`src/rtl/seq_datapath_pkg.sv`:
```
// Shared types and instruction decode helpers for the bus-based sequential datapath.
package seq_datapath_pkg;

  typedef enum logic [1:0] {
    OP_LOAD = 2'b00,
    OP_MOV  = 2'b01,
    OP_ADD  = 2'b10,
    OP_SUB  = 2'b11
  } op_e;

  typedef enum logic [1:0] {
    S_IDLE = 2'b00,
    S_T1   = 2'b01,
    S_T2   = 2'b10,
    S_T3   = 2'b11
  } state_e;

  localparam int unsigned MAX_IDX_W   = 4;
  localparam int unsigned MAX_INSTR_W = 2 + 2 * MAX_IDX_W;

  typedef struct packed {
    op_e                  op;
    logic [MAX_IDX_W-1:0] rx;
    logic [MAX_IDX_W-1:0] ry;
  } instr_t;

  function automatic int unsigned idx_width(input int unsigned n);
    return (n > 2) ? $clog2(n) : 1;
  endfunction

  // Fields are packed {op, rx, ry} with rx/ry each idx_w bits wide.
  function automatic instr_t decode_instr(input logic [MAX_INSTR_W-1:0] raw,
                                          input int unsigned idx_w);
    instr_t               d;
    logic [MAX_IDX_W-1:0] mask;
    mask = MAX_IDX_W'((1 << idx_w) - 1);
    d.ry = raw[MAX_IDX_W-1:0] & mask;
    d.rx = MAX_IDX_W'(raw >> idx_w) & mask;
    d.op = op_e'(raw[2*idx_w +: 2]);
    return d;
  endfunction

endpackage

```
`src/rtl/seq_datapath_regfile.sv`:
```
// General register file: one write port, bus and debug read ports; out-of-range
// indices read as zero and never write.
module seq_datapath_regfile
  import seq_datapath_pkg::*;
#(
  parameter  int unsigned DATA_W   = 8,
  parameter  int unsigned NUM_REGS = 4,
  localparam int unsigned IDX_W    = idx_width(NUM_REGS)
) (
  input  logic              clk,
  input  logic              resetn,
  input  logic              i_we,
  input  logic [IDX_W-1:0]  i_waddr,
  input  logic [DATA_W-1:0] i_wdata,
  input  logic [IDX_W-1:0]  i_raddr,
  output logic [DATA_W-1:0] o_rdata,
  input  logic [IDX_W-1:0]  i_dbg_sel,
  output logic [DATA_W-1:0] o_dbg_data
);

  logic [DATA_W-1:0] r_regs [NUM_REGS];

  always_ff @(posedge clk or negedge resetn) begin
    if (!resetn) begin
      for (int unsigned i = 0; i < NUM_REGS; i++) r_regs[i] <= '0;
    end else if (i_we) begin
      for (int unsigned i = 0; i < NUM_REGS; i++)
        if (IDX_W'(i) == i_waddr) r_regs[i] <= i_wdata;
    end
  end

  always_comb begin
    o_rdata    = '0;
    o_dbg_data = '0;
    for (int unsigned i = 0; i < NUM_REGS; i++) begin
      if (IDX_W'(i) == i_raddr)   o_rdata    = r_regs[i];
      if (IDX_W'(i) == i_dbg_sel) o_dbg_data = r_regs[i];
    end
  end

endmodule

```
`src/rtl/seq_datapath_proc.sv`:
```
// Sequential bus-based processor: control FSM, accumulator A, result G and an
// add/sub ALU sharing one internal bus with the register file.
module seq_datapath_proc
  import seq_datapath_pkg::*;
#(
  parameter  int unsigned DATA_W   = 8,
  parameter  int unsigned NUM_REGS = 4,
  localparam int unsigned IDX_W    = idx_width(NUM_REGS),
  localparam int unsigned INSTR_W  = 2 + 2 * IDX_W
) (
  input  logic               clk,
  input  logic               resetn,
  input  logic               run,
  input  logic [INSTR_W-1:0] instr,
  input  logic [DATA_W-1:0]  data,
  output logic               busy,
  output logic               done,
  output logic [DATA_W-1:0]  bus_output,
  input  logic [IDX_W-1:0]   rd_sel,
  output logic [DATA_W-1:0]  rd_data
);

  state_e             r_state, w_next;
  logic [INSTR_W-1:0] r_ir;
  logic [DATA_W-1:0]  r_dr, r_a, r_g;

  instr_t             w_dec;
  op_e                w_op;
  logic [IDX_W-1:0]   w_rx, w_ry, w_raddr;
  logic               w_arith;
  logic [DATA_W-1:0]  w_bus, w_rdata;
  logic               w_we, w_a_ld, w_g_ld, w_done;

  assign w_dec   = decode_instr(MAX_INSTR_W'(r_ir), IDX_W);
  assign w_op    = w_dec.op;
  assign w_rx    = w_dec.rx[IDX_W-1:0];
  assign w_ry    = w_dec.ry[IDX_W-1:0];
  assign w_arith = (w_op == OP_ADD) || (w_op == OP_SUB);
  // The single bus read port serves rx in arithmetic T1, ry everywhere else.
  assign w_raddr = (r_state == S_T1 && w_arith) ? w_rx : w_ry;

  seq_datapath_regfile #(
    .DATA_W   (DATA_W),
    .NUM_REGS (NUM_REGS)
  ) u_regfile (
    .clk        (clk),
    .resetn     (resetn),
    .i_we       (w_we),
    .i_waddr    (w_rx),
    .i_wdata    (w_bus),
    .i_raddr    (w_raddr),
    .o_rdata    (w_rdata),
    .i_dbg_sel  (rd_sel),
    .o_dbg_data (rd_data)
  );

  always_ff @(posedge clk or negedge resetn) begin
    if (!resetn) r_state <= S_IDLE;
    else         r_state <= w_next;
  end

  always_comb begin
    w_next = r_state;
    case (r_state)
      S_IDLE:  if (run) w_next = S_T1;
      S_T1:    w_next = w_arith ? S_T2 : S_IDLE;
      S_T2:    w_next = S_T3;
      S_T3:    w_next = S_IDLE;
      default: w_next = S_IDLE;
    endcase
  end

  always_comb begin
    w_bus  = '0;
    w_we   = 1'b0;
    w_a_ld = 1'b0;
    w_g_ld = 1'b0;
    w_done = 1'b0;
    case (r_state)
      S_T1: begin
        if (w_arith) begin
          w_bus  = w_rdata;
          w_a_ld = 1'b1;
        end else begin
          w_bus  = (w_op == OP_LOAD) ? r_dr : w_rdata;
          w_we   = 1'b1;
          w_done = 1'b1;
        end
      end
      S_T2: begin
        w_bus  = w_rdata;
        w_g_ld = 1'b1;
      end
      S_T3: begin
        w_bus  = r_g;
        w_we   = 1'b1;
        w_done = 1'b1;
      end
      default: ;
    endcase
  end

  always_ff @(posedge clk or negedge resetn) begin
    if (!resetn) begin
      r_ir <= '0;
      r_dr <= '0;
      r_a  <= '0;
      r_g  <= '0;
    end else begin
      if (r_state == S_IDLE && run) begin
        r_ir <= instr;
        r_dr <= data;
      end
      if (w_a_ld) r_a <= w_bus;
      if (w_g_ld) r_g <= (w_op == OP_SUB) ? r_a - w_bus : r_a + w_bus;
    end
  end

  assign busy       = (r_state != S_IDLE);
  assign done       = w_done;
  assign bus_output = w_bus;

endmodule

```
`config.mk`:
```
export PLATFORM = sky130hd
export DESIGN_NAME = seq_datapath_proc
export DESIGN_NICKNAME = d
export VERILOG_FILES = /design/src/rtl/seq_datapath_pkg.sv /design/src/rtl/seq_datapath_regfile.sv /design/src/rtl/seq_datapath_proc.sv
export SDC_FILE = /design/constraint.sdc
export NUM_CORES = 1
export LEC_CHECK = 0
export CAP_MARGIN = 20
export CORE_MARGIN = 2
export CORE_UTILIZATION = 40
export CTS_CLUSTER_SIZE = 10
export DETAILED_ROUTE_END_ITERATION = 8
export HOLD_SLACK_MARGIN = 0.03
export REMOVE_ABC_BUFFERS = 1
export SYNTH_ARGS = -nofsm -noshare
export SYNTH_HDL_FRONTEND = slang
export SYNTH_SLANG_ARGS = --single-unit
```
`constraint.sdc`:
```
create_clock -name clk -period 12.4 [get_ports clk]
set_clock_uncertainty 0.15 [all_clocks]
set_input_delay 1.24 -clock clk [delete_from_list [all_inputs] [get_ports clk]]
set_output_delay 1.24 -clock clk [all_outputs]
set_load 0.02 [all_outputs]
```
After elaboration in Yosys (flattened, before gate mapping)
Cells that the tools add are included.

operators by class
  equal/unequal tests = 15
  add/subtract/negate cells = 2
  reduce and logical (&&, ||, !) cells = 13
  muxes and demuxes = 21

operators with widths
  cell                                                             count
  8-bit two-way mux                                                11
  8-bit one-hot mux with 3 select lines                            1
  2-bit == test, first input constant                              6
  2-bit logical NOT                                                5
  8-bit adder                                                      1
  2-bit == test, second input constant                             4
  2-bit one-hot mux with 4 select lines                            1
  2-bit AND reduction                                              4
  8-bit subtractor                                                 1
  1-bit by 2-bit == test with 1-bit output, first input constant   3
  2-bit two-way mux                                                3
  1-bit two-way mux                                                4
  2-bit by 1-bit == test with 1-bit output, second input constant  1
  1-bit logical AND                                                2
  2-bit inequality test, second input constant                     1
  1-bit one-hot mux with 2 select lines                            1
  2-bit nonzero test                                               1
  1-bit logical OR                                                 1

storage, ports and cells
  flip-flop bits (word level) = 64
  output and inout port bits = 18
  logic and storage cells = 60

Depth between registers and ports, before layout
Gate-level depths: netlist (run 1).

  word-level depth = 14
  depth in mapped cells = 18

Cells and area by module
Synthesis (run 1) repeated with hierarchy kept, for this count alone.

second synthesis, totals
  cells, all modules = 286
  area, all modules = 3582.2 um2

modules (own cells, without submodules)
  module                area an instance (um2)  instances  cells an instance
  seq_datapath_proc     1991.9                  1          198
  seq_datapath_regfile  1590.3                  1          88

Worst setup path before layout (run 1)
No wires, ideal clock.

  kind = register -> register
  start point = reg r_ir[5]
  end point = reg r_g[7]
  setup slack = 8.424 ns
  path buffers = 2
  data required time = 12.118 ns
  arrival time = 3.694 ns
  period minus slack after synthesis = 3.976 ns
  cell stages (with the launch flop) = 19
  path through = dfrtp_1 > buf_6 > and3b_1 > buf_6 > mux2_4 > a21oi_2 > a221oi_2 > a311oi_4 > ha_1 > a21oi_1 > ha_1 > nor2b_1 > o21ai_0 > a21oi_1 > o41ai_1 > xnor2_1 > xnor2_1 > xnor2_1 > o21ai_1

on the way
  cells in the longest elaborated chain, start to end = 14
  elaborated cells on any way between the ends = 20
  those cells by class = add/sub (2); eq/ne (5); mux (9); reduce/logical (4)

RTL lines
  what                                             line                                               text
  start, declared                                  seq_datapath_proc.sv:24                            logic [INSTR_W-1:0] r_ir;
  start signal, assigned                           seq_datapath_proc.sv:111                           r_ir <= instr;
  2-bit == test (on tied branches)                 seq_datapath_proc.sv:38, seq_datapath_proc.sv:115
  1-bit logical OR                                 seq_datapath_proc.sv:38                            assign w_arith = (w_op == OP_ADD) || (w_op == OP_SUB);
  1-bit logical AND                                seq_datapath_proc.sv:40                            assign w_raddr = (r_state == S_T1 && w_arith) ? w_rx : w_ry;
  2-bit two-way mux                                seq_datapath_proc.sv:40
  2-bit logical NOT                                seq_datapath_regfile.sv:36                         if (IDX_W'(i) == i_raddr) o_rdata = r_regs[i];
  8-bit two-way mux (4 in series)                  seq_datapath_regfile.sv:36
  8-bit two-way mux                                seq_datapath_proc.sv:85                            w_bus = (w_op == OP_LOAD) ? r_dr : w_rdata;
  8-bit two-way mux                                seq_datapath_proc.sv:81                            if (w_arith) begin
  8-bit one-hot mux with 3 select lines            seq_datapath_proc.sv:79                            case (r_state)
  8-bit adder or 8-bit subtractor (tied branches)  seq_datapath_proc.sv:115                           if (w_g_ld) r_g <= (w_op == OP_SUB) ? r_a - w_bus : r_a + w_bus;
  8-bit two-way mux (*)                            seq_datapath_proc.sv:115
  end signal, assigned                             seq_datapath_proc.sv:115
  end, declared                                    seq_datapath_proc.sv:25                            logic [DATA_W-1:0] r_dr, r_a, r_g;

Every way passes the cells marked *; elsewhere a longest branch is shown, timed or not.
A chain may end at the register's enable or synchronous reset.

Final worst setup path (run 1)
  start point = reg r_state[0]
  end point = out bus_output[0]

on the way
  cells in the longest elaborated chain, start to end = 11
  elaborated cells on any way between the ends = 16
  those cells by class = eq/ne (6); mux (8); reduce/logical (2)

RTL lines
  what                                       line                                              text
  start, declared                            seq_datapath_proc.sv:23                           state_e r_state, w_next;
  start signal, assigned                     seq_datapath_proc.sv:59                           else r_state <= w_next;
  2-bit by 1-bit == test with 1-bit output   seq_datapath_proc.sv:40, seq_datapath_proc.sv:79
  1-bit logical AND                          seq_datapath_proc.sv:40
  2-bit two-way mux                          seq_datapath_proc.sv:40
  2-bit logical NOT                          seq_datapath_regfile.sv:36
  8-bit two-way mux (4 in series)            seq_datapath_regfile.sv:36
  8-bit two-way mux                          seq_datapath_proc.sv:85
  8-bit two-way mux                          seq_datapath_proc.sv:81
  8-bit one-hot mux with 3 select lines (*)  seq_datapath_proc.sv:79
  end, declared                              seq_datapath_proc.sv:18                           output logic [DATA_W-1:0] bus_output,

Marked as above.

==> impl_metrics.ini, run 1 <==
[routing]
dr.pass1.iters = 4
viasPerCell = 5.512
vias = 2822
drt_iter0_drc = 199
drcViolationCount = 0
routed_wl_um = 9240
wire_per_inst_um = 18.05
antenna_left = 0

[clocking]
root_buffer = clkbuf_8
cts.sink_count = 64
clk_latency_ns = 0.34
cts_buffer_depth = 2
cts_tree = done
htreeDepth = 3
cts_resized = 0
clkTransAtPathRegs_ns = 0.07
holdBufCountCts = 0
cts_setup_buffers = 0
cts_buffers = 9

[synth]
synth.distinct_cells = 53
synthFlopType = dfrtp_1
syn_inst = 367
synth.avg_cell_area_um2 = 10.25
yosys_warnings = 0
synth-seq-cells = 64
async_reset_ff_frac = 1.000
syn-cell-area_mm2 = 0.003761
synth_edf_count = 0
synth-seq-area-share = 0.4258

[floorplan]
die_x_um = 101.0
start_util = 0.4090
coreArea_mm2 = 0.009196
ios = 37
fp.dieArea_mm2 = 0.01019
std_cell_rows = 35
die_y_um = 101.0

[timing]
slew_violations = 0
fin_crit_ns = 4.952
tightest_slew_ns = 0.8100
max_slew_margin = 0.4600
finalHoldViolCount = 0
rsz0062_at_grt = false
timing.fmax_mhz = 201.9
setup-tns-final_ns = 0
setup_viol = 0
finalCritPeriodShare = 0.3994

[worst_setup_path]
r2r-end = r_g[7]$_DFFE_PN0P_
critical_path_arrival_ns = 3.56
endpoint_kind = output port
critPathKind = reg2out
r2r_cells = 16
required_ns = 11.01
rrSetupSlack_ns = 7.47
cp-startpoint = r_state[0]$_DFFE_PN0P_
crit_fanout = 19
crit_path_end = bus_output[0]
crit_path_start_kind = flip-flop
worstReg2RegStart = r_state[0]$_DFFE_PN0P_

[placed_design]
gp_congestion = 0.8051
port_buffers = 36
hpwl_um = 6749

[global_route]
antenna_found_initial = 0
grt_max_degree = 65
track_usage = 0.1969
grt_pass1_vias = 2870
grt_pass1_wl_um = 15110
gr-total-overflow = 0

[job]
cap_viol_max_count = 0

[finish]
final_cell_mix = dfrtp_1, nand2_1, o21ai_0
area_growth_pct = 15.80
drive_above_1_share = 0.1820
final_common_cell = dfrtp_1
fin_nets = 425
diodes = 0
fill_cells = 870

[hold_path]
hp-class = reg2reg
hold_depth = 2

[run_status]
status = complete, no violations
==> cells in the mapped netlist, types with 2 or more instances <==
master	count	area [um2]
a211oi_1	5	37.54
a21o_1	4	30.03
a21oi_1	12	60.06
a21oi_2	2	17.52
a22oi_1	2	15.01
and2_1	2	12.51
buf_2	3	15.01
buf_6	5	56.30
clkbuf_1	12	45.04
dfrtp_1	64	1602
ha_1	8	100.1
inv_1	14	52.55
mux2_2	26	292.8
mux2i_1	10	100.1
mux4_2	8	180.2
nand2_1	53	198.9
nand2b_1	10	62.56
nand3_1	3	15.01
nor2_1	29	108.9
nor2b_1	5	31.28
nor3_1	2	10.01
o21ai_0	36	180.2
o21ai_1	4	20.02
o221a_2	3	33.78
o221ai_4	2	52.55
o22ai_1	4	25.02
o31ai_1	2	15.01
xnor2_1	9	78.83
xor2_1	4	35.03
==> per-layer routing <==
metal  routed length, um  vias up  GRT usage
met3                 385       11    0.04577
li1                    -     1346          -
met4                 136        0    0.05821
met5                   0        -          0
met1                4269     1393     0.2695
met2                4449       72     0.3128
==> worst max-delay path: stages, from the launching register on <==
cell	delay [ns]
dfrtp_1	0.77
and3b_1	0.54
mux2_4	0.37
a21oi_2	0.13
a221oi_2	0.10
a311oi_4	0.57
inv_1	0.16
clkdlybuf4s50_1	0.57
==> kinds of logic (layout without fill, tap and decap cells) <==
| kind of cell | Yosys count | after routing | share of synthesized area |
|---|---|---|---|
| and+or+nand+nor | 113 | 113 | 0.1394 |
| AOI/OAI and AO/OA | 86 | 86 | 0.1680 |
| DFF | 64 | 64 | 0.4258 |
| muxes | 45 | 45 | 0.1564 |
| buffers and inverters | 37 | 71 | 0.04823 |
| xor gates and xnor gates | 13 | 13 | 0.03027 |
| adders and majority gates | 9 | 9 | 0.03194 |
==> worst min path at each step <==
stage / start / end / slack [ns]
after detailed placement: r_g[1]$_DFFE_PN0P_ / r_g[1]$_DFFE_PN0P_ / 0.32
after global placement: r_g[1]$_DFFE_PN0P_ / r_g[1]$_DFFE_PN0P_ / 0.31
after global routing: r_a[0]$_DFFE_PN0P_ / r_a[0]$_DFFE_PN0P_ / 0.37
final: r_g[5]$_DFFE_PN0P_ / r_g[5]$_DFFE_PN0P_ / 0.33
after CTS: r_g[5]$_DFFE_PN0P_ / r_g[5]$_DFFE_PN0P_ / 0.34
after floorplan: r_g[1]$_DFFE_PN0P_ / r_g[1]$_DFFE_PN0P_ / 0.30
==> layout make-up <==
type                    instances  area [um2]  area share
repair buffers                 40       389.1     0.08934
flip-flops and latches         64        1602      0.3677
clock buffers                  11       141.4     0.03246
inverters                      16       61.31     0.01408
multi-input cells             266        1978      0.4542
well taps                     111       138.9     0.03189
clock inverters                 4       45.04     0.01034
==> metrics by stage <==
stage | setup WS (ns) | std cells | hold slack (ns) | instance area (um2) | util
after floorplan | 8.152 | 346 | 0.2961 | 3641 | -
after global placement | 7.575 | 496 | 0.3126 | 4158 | 0.4521
after detailed placement | 7.505 | 497 | 0.3225 | 4169 | 0.4533
after CTS | 7.434 | 512 | 0.3376 | 4355 | 0.4736
after global routing | 7.096 | 512 | 0.3722 | 4355 | 0.4736
final | 7.448 | 512 | 0.3316 | 4355 | 0.4736
==> flip-flops by register name (all words and copies together), names as in the netlist, named ones only <==
register,count
r_ir,6
r_a,8
r_dr,8
u_regfile.r_regs,32
r_g,8
r_state,1
Power of run 1 is not shown: default switching activity piles up to over one toggle a cycle in this logic, so the estimate is an artifact.
==> inputs of run 2 (changes only) <==
Clock period 12.4 ns to 5.05 ns, I/O delays scaled along.
==> run 2 against run 1 <==
Net effect: cell area increased by 1.9%; worst setup slack got worse by 6.7 ns; utilization increased by 0.91 points; routed wire length about the same; largest cell class unchanged; sequential cell count unchanged; critical endpoint is now r_g[7]$_DFFE_PN0P_; critical path type is now reg2reg; worst hold slack got worse by 0.17 ns; die area unchanged; final cell count increased by 0.98%; clock-buffer cell count decreased by 2; non-clock buffer count increased by 4.
==> impl_metrics.ini, run 2 (same netlist as run 1, synthesis figures left out) <==
[run_status]
status = complete, no violations

[timing]
finalHoldViolCount = 0
holdWs_ns = 0.1611
finalCritPeriodShare = 0.8489
rsz0062_at_grt = false
setup-tns-final_ns = 0
tightest_slew_ns = 0.8276
timing.fmax_mhz = 233.3
slew_violations = 0
setup_viol = 0
max_slew_margin = 0.4435
fin_crit_ns = 4.287

[global_route]
gr-total-overflow = 0
grt_pass1_vias = 2813
track_usage = 0.1958
grt_max_degree = 65
antenna_found_initial = 0
grt_pass1_wl_um = 15300

[floorplan]
ios = 37
die_y_um = 101.0
fp.dieArea_mm2 = 0.01019
start_util = 0.4090
coreArea_mm2 = 0.009196
std_cell_rows = 35
die_x_um = 101.0

[finish]
diodes = 0
final_cell_mix = dfrtp_1, nand2_1, o21ai_0
final_common_cell = dfrtp_1
area_growth_pct = 18.03
drive_above_1_share = 0.1946
largest-register = u_regfile.r_regs
layoutNonFillerInstCount = 517
fin_nets = 429
largest_reg_flops = 32
final_util = 0.4827

[routing]
wire_per_inst_um = 17.87
drt_iter0_drc = 165
drcViolationCount = 0
antenna_left = 0
viasPerCell = 5.499
dr.pass1.iters = 4
routed_wl_um = 9237
vias = 2843

[clocking]
cts_buffers = 9
cts_setup_buffers = 0
root_buffer = clkbuf_8
cts.sink_count = 64
cts_tree = done
cts_resized = 0
clkTransAtPathRegs_ns = 0.08
clk_latency_ns = 0.35
htreeDepth = 3
holdBufCountCts = 0
cts_buffer_depth = 2

[worst_setup_path]
critical_path_arrival_ns = 4.37
rrSetupSlack_ns = 0.76
crit_path_start_kind = flip-flop
critPathKind = reg2reg
endpoint_kind = flip-flop
required_ns = 5.13
crit_fanout = 14

[placed_design]
port_buffers = 36
gp_congestion = 0.8661
hpwl_um = 6673
placed_cells = 501

[hold_path]
hp-class = in2async

[job]
cap_viol_max_count = 0
## run 2: changes by cell type in the layout (fill, tap and decap cells not counted)
cell / change
clkbuf_8: -1
buf_4: +5
clkinvlp_4: +1
clkinv_2: -2
clkinv_4: +2
clkbuf_1: -1
buf_6: -1
bufinv_16: +2
## run 2: metal layers
metal  global-route usage  routed length (um)  vias up
met3              0.04300                 367       18
met1               0.2688                4319     1408
met2               0.3077                4337       59
met5                    0                   0        -
met4              0.06653                 213        0
li1                     -                   -     1358
## run 2: final timing paths
path                                     from                          endpoint  depth (start not counted)
min                                    resetn               r_dr[5]$_DFFE_PN0P_                          2
min in group clk           r_g[5]$_DFFE_PN0P_                r_g[5]$_DFFE_PN0P_                          2
max                                 flip-flop                r_g[7]$_DFFE_PN0P_                         16
min reg2reg                r_g[5]$_DFFE_PN0P_                r_g[5]$_DFFE_PN0P_                          2
max in group asynchronous              resetn  u_regfile.r_regs[28]$_DFFE_PN0P_                          2
max reg2reg                         flip-flop                r_g[7]$_DFFE_PN0P_                         16
## run 2: critical path, cell delays in order (launching register included)
cell and delay (ns):
dfrtp_1 0.53, and3b_1 0.49, mux2_4 0.37, a21oi_2 0.13
a221oi_2 0.09, a311oi_4 0.30, ha_1 0.28, a21oi_1 0.22
ha_1 0.28, nor2b_1 0.13, o21ai_0 0.21, a21oi_1 0.12
o41ai_1 0.31, xnor2_1 0.18, xnor2_1 0.15, xnor2_1 0.14
o21ai_1 0.07
## run 2: layout make-up
cell class,count,area [um2]
clock inverters,7,120.1
inverters,16,61.31
multi-input cells,266,1978
repair buffers,44,415.4
well taps,111,138.9
clock buffers,9,123.9
fillers,865,4757
flip-flops and latches,64,1602
## run 2: per-stage QoR
stage,cell area (um2),setup slack (ns)
global route,4439,0.4215
detailed placement,4195,0.8320
global placement,4195,0.8958
CTS,4439,0.7667
floorplan,3641,0.8016
finish,4439,0.7631
Power of run 2 is left out for the same reason.
